--- config.mk ---
export PLATFORM = sky130hd
export DESIGN_NAME = counter_reg
export DESIGN_NICKNAME = d
export VERILOG_FILES = /design/src/rtl/counter_reg_pkg.sv /design/src/rtl/counter_reg_next.sv /design/src/rtl/counter_reg.sv
export SDC_FILE = /design/constraint.sdc
export NUM_CORES = 1
export LEC_CHECK = 0
export CAP_MARGIN = 20
export CORE_ASPECT_RATIO = 1.4
export CORE_MARGIN = 3
export CORE_UTILIZATION = 47
export DETAILED_ROUTE_END_ITERATION = 8
export PLACE_DENSITY = 0.79
export REMOVE_ABC_BUFFERS = 1
export SETUP_SLACK_MARGIN = 0.02
export SLEW_MARGIN = 20
export SYNTH_ARGS = -nofsm -noshare
export SYNTH_HDL_FRONTEND = slang
export SYNTH_SLANG_ARGS = --single-unit
--- constraint.sdc ---
create_clock -name clk -period 2.82 [get_ports clk]
set_clock_uncertainty 0.05 [all_clocks]
set_input_delay 0.564 -clock clk [delete_from_list [all_inputs] [get_ports clk]]
set_output_delay 0.564 -clock clk [all_outputs]
set_load 0.05 [all_outputs]
--- src/rtl/counter_reg_pkg.sv ---
// Shared op encoding and clr > ld > inc/dec priority decode for counter_reg.
package counter_reg_pkg;

  typedef enum logic [2:0] {
    OP_HOLD = 3'd0,
    OP_CLR  = 3'd1,
    OP_LD   = 3'd2,
    OP_INC  = 3'd3,
    OP_DEC  = 3'd4
  } op_t;

  // inc and dec together cancel out to a hold.
  function automatic op_t decode_op(input logic clr, input logic ld,
                                    input logic inc, input logic dec);
    op_t op;
    op = OP_HOLD;
    if (clr)                op = OP_CLR;
    else if (ld)            op = OP_LD;
    else if (inc && !dec)   op = OP_INC;
    else if (dec && !inc)   op = OP_DEC;
    return op;
  endfunction

endpackage

--- src/rtl/counter_reg_next.sv ---
// Combinational next-count unit: modulo wrap by default, saturation when
// COUNTER_REG_SAT_EN is defined. No state, no flow control.
module counter_reg_next
  import counter_reg_pkg::*;
#(
  parameter int WIDTH = 8,
  parameter int MOD   = 2**WIDTH
) (
  input  logic [WIDTH-1:0] i_out,
  input  op_t              i_op,
  input  logic [WIDTH-1:0] i_s,
  input  logic [WIDTH-1:0] i_in,
  output logic [WIDTH-1:0] o_next_out,
  output logic             o_wrap_evt,
  output logic             o_range_err
);

  localparam logic [WIDTH:0]   LP_MOD = (WIDTH+1)'(MOD);
  localparam logic [WIDTH-1:0] LP_MAX = WIDTH'(MOD - 1);

  logic [WIDTH:0] w_sum;
  logic           w_up_cross;
  logic           w_dn_cross;

  // One extra bit so out+s never aliases back into range.
  assign w_sum      = {1'b0, i_out} + {1'b0, i_s};
  assign w_up_cross = (w_sum >= LP_MOD);
  assign w_dn_cross = (i_s > i_out);

  always_comb begin
    o_next_out  = i_out;
    o_wrap_evt  = 1'b0;
    o_range_err = 1'b0;
    case (i_op)
      OP_CLR: o_next_out = '0;
      OP_LD: begin
        if ({1'b0, i_in} >= LP_MOD) begin
          o_next_out  = LP_MAX;
          o_range_err = 1'b1;
        end else begin
          o_next_out = i_in;
        end
      end
      OP_INC: begin
        if (w_up_cross) begin
          o_wrap_evt = 1'b1;
`ifdef COUNTER_REG_SAT_EN
          o_next_out = LP_MAX;
`else
          o_next_out = WIDTH'(w_sum - LP_MOD);
`endif
        end else begin
          o_next_out = WIDTH'(w_sum);
        end
      end
      OP_DEC: begin
        if (w_dn_cross) begin
          o_wrap_evt = 1'b1;
`ifdef COUNTER_REG_SAT_EN
          o_next_out = '0;
`else
          o_next_out = WIDTH'({1'b0, i_out} + LP_MOD - {1'b0, i_s});
`endif
        end else begin
          o_next_out = i_out - i_s;
        end
      end
      default: o_next_out = i_out;
    endcase
  end

endmodule

--- src/rtl/counter_reg.sv ---
// Loadable up/down modulo counter, 1-cycle registered latency, always accepts.
// COUNTER_REG_SAT_EN selects saturating instead of wrapping inc/dec.
module counter_reg
  import counter_reg_pkg::*;
#(
  parameter int WIDTH  = 8,
  parameter int MOD    = 2**WIDTH,
  parameter int STEP_W = 1
) (
  input  logic              clk,
  input  logic              rst_n,
  input  logic              clr,
  input  logic              ld,
  input  logic              inc,
  input  logic              dec,
  input  logic [WIDTH-1:0]  in,
  input  logic [STEP_W-1:0] step,
  output logic [WIDTH-1:0]  out,
  output logic              tc,
  output logic              zero,
  output logic              ovf
);

  localparam int LP_EW = ((STEP_W > WIDTH) ? STEP_W : WIDTH) + 1;
  localparam logic [LP_EW-1:0] LP_SMAX = LP_EW'(MOD - 1);

  logic [WIDTH-1:0] r_out;
  logic             r_tc;
  logic             r_zero;
  logic             r_ovf;

  op_t              w_op;
  logic [LP_EW-1:0] w_step_ext;
  logic [WIDTH-1:0] w_s;
  logic [WIDTH-1:0] w_next_out;
  logic             w_wrap_evt;
  logic             w_range_err;

  assign w_op       = decode_op(clr, ld, inc, dec);
  // Clamp the step so a single update can cross the modulus at most once.
  assign w_step_ext = LP_EW'(step);
  assign w_s        = (w_step_ext >= LP_SMAX) ? WIDTH'(LP_SMAX) : WIDTH'(w_step_ext);

  counter_reg_next #(
    .WIDTH (WIDTH),
    .MOD   (MOD)
  ) u_next (
    .i_out       (r_out),
    .i_op        (w_op),
    .i_s         (w_s),
    .i_in        (in),
    .o_next_out  (w_next_out),
    .o_wrap_evt  (w_wrap_evt),
    .o_range_err (w_range_err)
  );

  always_ff @(posedge clk) begin
    if (!rst_n) begin
      r_out  <= '0;
      r_tc   <= 1'b0;
      r_zero <= 1'b1;
      r_ovf  <= 1'b0;
    end else begin
      r_out  <= w_next_out;
      r_tc   <= w_wrap_evt;
      r_zero <= (w_next_out == '0);
      r_ovf  <= (w_op == OP_CLR) ? 1'b0 : (r_ovf | w_wrap_evt | w_range_err);
    end
  end

  assign out  = r_out;
  assign tc   = r_tc;
  assign zero = r_zero;
  assign ovf  = r_ovf;

endmodule

* Word level (Yosys, flattened, before mapping)
Index checks and enable logic that the tools add are counted.
Operators by class: add/subtract/negate cells 5, magnitude comparators 3, equal/unequal tests 4, mux-type cells 11, bitwise logic cells 2, reduce and logical (&&, ||, !) cells 6
Operators with widths (number):
- 8-bit case mux with 4 select lines | 1
- 8-bit two-way mux | 3
- 8-bit subtractor | 2
- 3-bit two-way mux | 4
- 8-bit by 8-bit adder with 9-bit output | 1
- 9-bit greater-or-equal comparator (second input constant) | 1
- 8-bit by 1-bit adder with 8-bit output (second input constant) | 1
- 1-bit by 8-bit greater-or-equal comparator with 1-bit output (second input constant) | 1
- 8-bit > comparator | 1
- 8-bit logical NOT | 1
- 8-bit by 1-bit subtractor with 8-bit output (second input constant) | 1
- 3-bit by 2-bit == test with 1-bit output (second input constant) | 2
- 3-bit by 1-bit == test with 1-bit output (second input constant) | 1
- 3-bit == test (second input constant) | 1
- 1-bit logical AND | 2
- 1-bit logical NOT | 2
- 1-bit two-way mux | 2
- 1-bit case mux with 2 select lines | 1
- 2-bit OR reduction | 1
- 1-bit inverter | 1
- 1-bit OR | 1
Storage, ports and cells: register bits 11, input port bits 15, output and inout port bits 11, word-level logic and storage cells 35

* Depth between registers and ports, before layout
depth in word-level cells 9, gate-level depth with buffers 9, gate-level depth less buffers 9

* By module
Synthesis repeated with hierarchy kept, for this count alone.
Unflattened totals: cell total of the unflattened synthesis 201, area total of the unflattened synthesis 1527.7 µm²
Modules (own cells, without submodules):
- counter_reg_next | times used 1, cells an instance 169, area each 1178.6 µm², sequential area each 0.0 µm²
- counter_reg | times used 1, cells an instance 32, area each 349.1 µm², sequential area each 220.2 µm²

* Worst setup path after synthesis
No wires, ideal clock.
path kind reg2reg, start reg r_out[0], in the netlist out[0], end reg r_zero, in the netlist zero, library setup time 0.103 ns, arrival time 2.225 ns, data required time 2.667 ns, slack 0.442 ns, stages on the path, launching flop included 9, path buffers 0, period minus slack after synthesis 2.378 ns, cells stage by stage dfxtp_1 ha_1 ha_1 inv_1 o211ai_1 o21ai_0 a222oi_1 nand4_1 a2111oi_2
On the way: cells in the longest elaborated chain, start to end 5, elaborated cells on any way between the ends 11, classes of those cells add/sub (5); order compare (2); mux (3); reduce/logical (1)
Ends and longest elaborated chain:
- start, declared | RTL line counter_reg.sv:27 | logic [WIDTH-1:0] r_out;
- start signal, assigned | RTL line counter_reg.sv:64 | r_out <= w_next_out;
- 8-bit by 1-bit adder with 8-bit output or 8-bit by 8-bit adder with 9-bit output (tied branches) | RTL line counter_reg_next.sv:62, counter_reg_next.sv:26
- 8-bit subtractor (tied with other cells) | RTL line counter_reg_next.sv:62 | o_next_out = WIDTH'({1'b0, i_out} + LP_MOD - {1'b0, i_s});
- 8-bit two-way mux (on tied branches) | RTL line counter_reg_next.sv:57, counter_reg_next.sv:45
- 8-bit case mux with 4 select lines * | RTL line counter_reg_next.sv:34 | case (i_op)
- 8-bit logical NOT * | RTL line counter_reg.sv:66 | r_zero <= (w_next_out == '0);
- end signal, assigned | RTL line counter_reg.sv:66
- end, declared | RTL line counter_reg.sv:29 | logic r_zero;
Mark *: on every way between the ends. The rest lies on a longest branch, timed or not. A chain may end at the register's enable or synchronous reset.

* Worst setup path after layout
start in step, end reg r_zero, in the netlist zero
On the way: cells in the longest elaborated chain, start to end 7, elaborated cells on any way between the ends 12, classes of those cells add/sub (4); order compare (3); mux (4); reduce/logical (1)
Ends and longest elaborated chain:
- start, declared | RTL line counter_reg.sv:17 | input logic [STEP_W-1:0] step,
- 1-bit by 8-bit greater-or-equal comparator with 1-bit output | RTL line counter_reg.sv:42 | assign w_s = (w_step_ext >= LP_SMAX) ? WIDTH'(LP_SMAX) : WIDTH'(w_step_ext);
- 8-bit two-way mux * | RTL line counter_reg.sv:42
- 8-bit by 8-bit adder with 9-bit output | RTL line counter_reg_next.sv:26 | assign w_sum = {1'b0, i_out} + {1'b0, i_s};
- 8-bit by 1-bit subtractor with 8-bit output or 9-bit greater-or-equal comparator (tied branches) | RTL line counter_reg_next.sv:50, counter_reg_next.sv:27
- 8-bit two-way mux | RTL line counter_reg_next.sv:45 | if (w_up_cross) begin
- 8-bit case mux with 4 select lines * | RTL line counter_reg_next.sv:34
- 8-bit logical NOT * | RTL line counter_reg.sv:66
Marks and branches as above.

==> impl_metrics.tcl <==
set metrics [dict create \
    synth_edf_count 0 \
    synth_area_per_cell_um2 7.93 \
    clk_path_buf_depth 2 \
    synth_area_leaders "dfxtp_1 24%, ha_1 5.3%, nor2_1 5.2%" \
    start_util 0.513 \
    overflow 0 \
    endpoint_kind "register" \
    reg2reg_slack_ns 0.60 \
    cp_data_arrival_time_ns 2.75 \
    ys_ff_latch 11 \
    grt.total_usage 0.240 \
    path_cells "clkdlybuf4s50_1 -> buf_4 -> ha_1 -> ha_1 -> nor3b_4 -> a2bb2oi_1 -> nor2_1 -> a211oi_2 -> nand4_1 -> a2111oi_2" \
    grt_pass1_wl_um 4650 \
    cell_internal_pwr_mw 0.289 \
    cp_slowest_cell "clkdlybuf4s50_1" \
    cts_hold_buf 0 \
    fin_setup_tns_ns 0 \
    hold_class "reg2reg" \
    via_per_inst 6.07 \
    ant_nets 0 \
    fin_nets 168 \
    synth.yosys.warnings 0 \
    root_buffer "clkbuf_4" \
    p_leak_nw 0.496 \
    power.total_mw 0.438 \
    critPathTopFamily "compound AO/OA/AOI/OAI gates" \
    drv_slew 0 \
    synthArstFlopShare 0 \
    ys.flop_type "dfxtp_1" \
    slew_headroom 0.584 \
    synthCells 118 \
    fillers 141 \
    wire_per_inst_um 16.5 \
    vias 1019 \
    fin_worst_hold_slack_ns 0.410 \
    syn_to_final_growth_pct 35.4 \
    row_count 18 \
    die_width_um 43.7 \
    dpl_cell_area_um2 1230 \
    path_class "in2reg" \
    cts_made_buffers 3 \
    clk_latency_ns 0.27 \
    io_pins 26 \
    combPwrFrac 0.358 \
    routed_wl_um 2770 \
    dp_hpwl_um 2160 \
    synth_seq_area_share 0.235 \
    pwr-share-clk 0.240 \
    p_sw_frac 0.340 \
    hold_viol_final 0 \
    cts_tree "yes" \
    synth.most_common_cell "nor2_1" \
    final_area_um2 1270 \
    regArea_um2 220 \
    drtPass1Iterations 4 \
    yosys-top-cells-count "13 x nor2_1, 11 x dfxtp_1, 11 x nand2_1, 7 x a21oi_1, 6 x inv_1" \
    grt_max_degree 13 \
    final.period_utilization 0.932 \
    outcome "complete, no violations" \
    dieArea_um2 2570 \
    port_buffers 25 \
    post_cts_buffers 0 \
    dr.first_iter.drc_count 32 \
    synth_top_cell_by_area "dfxtp_1" \
    drc 0 \
    fin_crit_ns 2.63 \
    gp_congestion 0.867 \
    irDropWorstVdd_v 0.000371 \
    cp_max_fo 3 \
    powerDensity_nw_per_um2 346 \
    tightest_slew_ns 0.623 \
    die_height_um 58.8 \
    h-tree-depth 1 \
    post_route_cells_drive_above_1_share 0.162 \
    core_um2 1820 \
    drv_cap 0 \
    grt_pass1_vias 988 \
    required_ns 2.94 \
    multiInputGateArea_um2 656 \
    pwr-share-seq 0.401 \
    num_antenna_cells 0 \
    rsz0062_at_grt "no" \
    start_kind "input port" \
    crit_top_cell "ha_1" \
    p_sw_mw 0.149 \
    ys_types 48 \
    crit_buf_inv 2 \
    synthesis.area_um2 936 \
    final-setup-viol-count 0 \
    antenna_found_initial 0 \
    cts.sinks 11 \
    fmax_mhz 381 \
    clkSlewWorstSetupHoldPaths_ns 0.06 \
    cp_slowest_stage_delay_ns 0.43 \
    synth_top_cell_area_share 0.235 \
]
power groups by stage:
| stage | combinational, mW | sequential [mW] | clock [mW] |
|---|---|---|---|
| after global placement | 0.149 | 0.178 | 0 |
| after CTS | 0.154 | 0.175 | 0.106 |
| final | 0.157 | 0.176 | 0.105 |
| after global routing | 0.169 | 0.177 | 0.115 |
| after floorplan | 0.0613 | 0.201 | 0 |
| after detailed placement | 0.153 | 0.178 | 0 |
registers in the layout (all words and copies together), names as in the netlist:
name,flops
out,8
ovf,1
tc,1
zero,1
cell type report:
type,instances,share of cell area
multi-input cells,93,0.517
repair buffers,34,0.251
flip-flops and latches,11,0.174
clock buffers,4,0.0207
well taps,20,0.0197
inverters,6,0.0178
final timing paths:
path / from / to / cells after the start
setup reg to reg: out[0] / zero / 9
hold / removal: ovf / ovf / 2
hold reg to reg: ovf / ovf / 2
setup / recovery: step / zero / 10
layout by cell type, fill, tap and decap left out, types with 4 or more instances in the layout:
master           Yosys  routed
xor2_1               4       4
clkdlybuf4s50_1      0      25
ha_1                 4       4
nand2_1             11      11
dfxtp_1             11      11
buf_4                2       9
nor2b_1              4       4
nor2_1              13      13
inv_1                6       6
a21oi_1              7       7
metal layers:
layer	global-route usage	part of all wire
met2	0.427	0.54
met4	0.0819	0.015
met5	0	0
met1	0.272	0.40
met3	0.0550	0.042
per-stage QoR:
stage           util  cells  setup slack (ns)
2_1_floorplan      -    110             0.426
3_3_place_gp   0.674    164           -0.0196
3_5_place_dp   0.674    164            -0.153
4_1_cts        0.689    168             0.132
5_1_grt        0.695    168            0.0644
6_report       0.695    168             0.192
kinds of logic after synthesis:
| group | Yosys count | share of synthesized area |
|---|---|---|
| AOI/OAI and AO/OA | 35 | 0.283 |
| buffers and inverters | 14 | 0.0762 |
| xor gates and xnor gates | 6 | 0.0561 |
| DFF | 11 | 0.235 |
| and+or+nand+nor | 46 | 0.274 |
| adders and majority gates | 4 | 0.0535 |
| muxes | 2 | 0.0214 |
timing repair:
item	in CTS	in global routing
setup endpoints to repair	0	1
resized for setup	0	2
hold endpoints to repair	0	0
worst reg2reg max path, cell delays in order, from the launching register on:
cell and delay [ns]:
dfxtp_1 0.39, inv_1 0.08, ha_1 0.21, ha_1 0.22
nor3b_4 0.17, a2bb2oi_1 0.14, nor2_1 0.07, a211oi_2 0.29
nand4_1 0.18, a2111oi_2 0.33
Note: power is estimated with default switching activity, not from simulation.
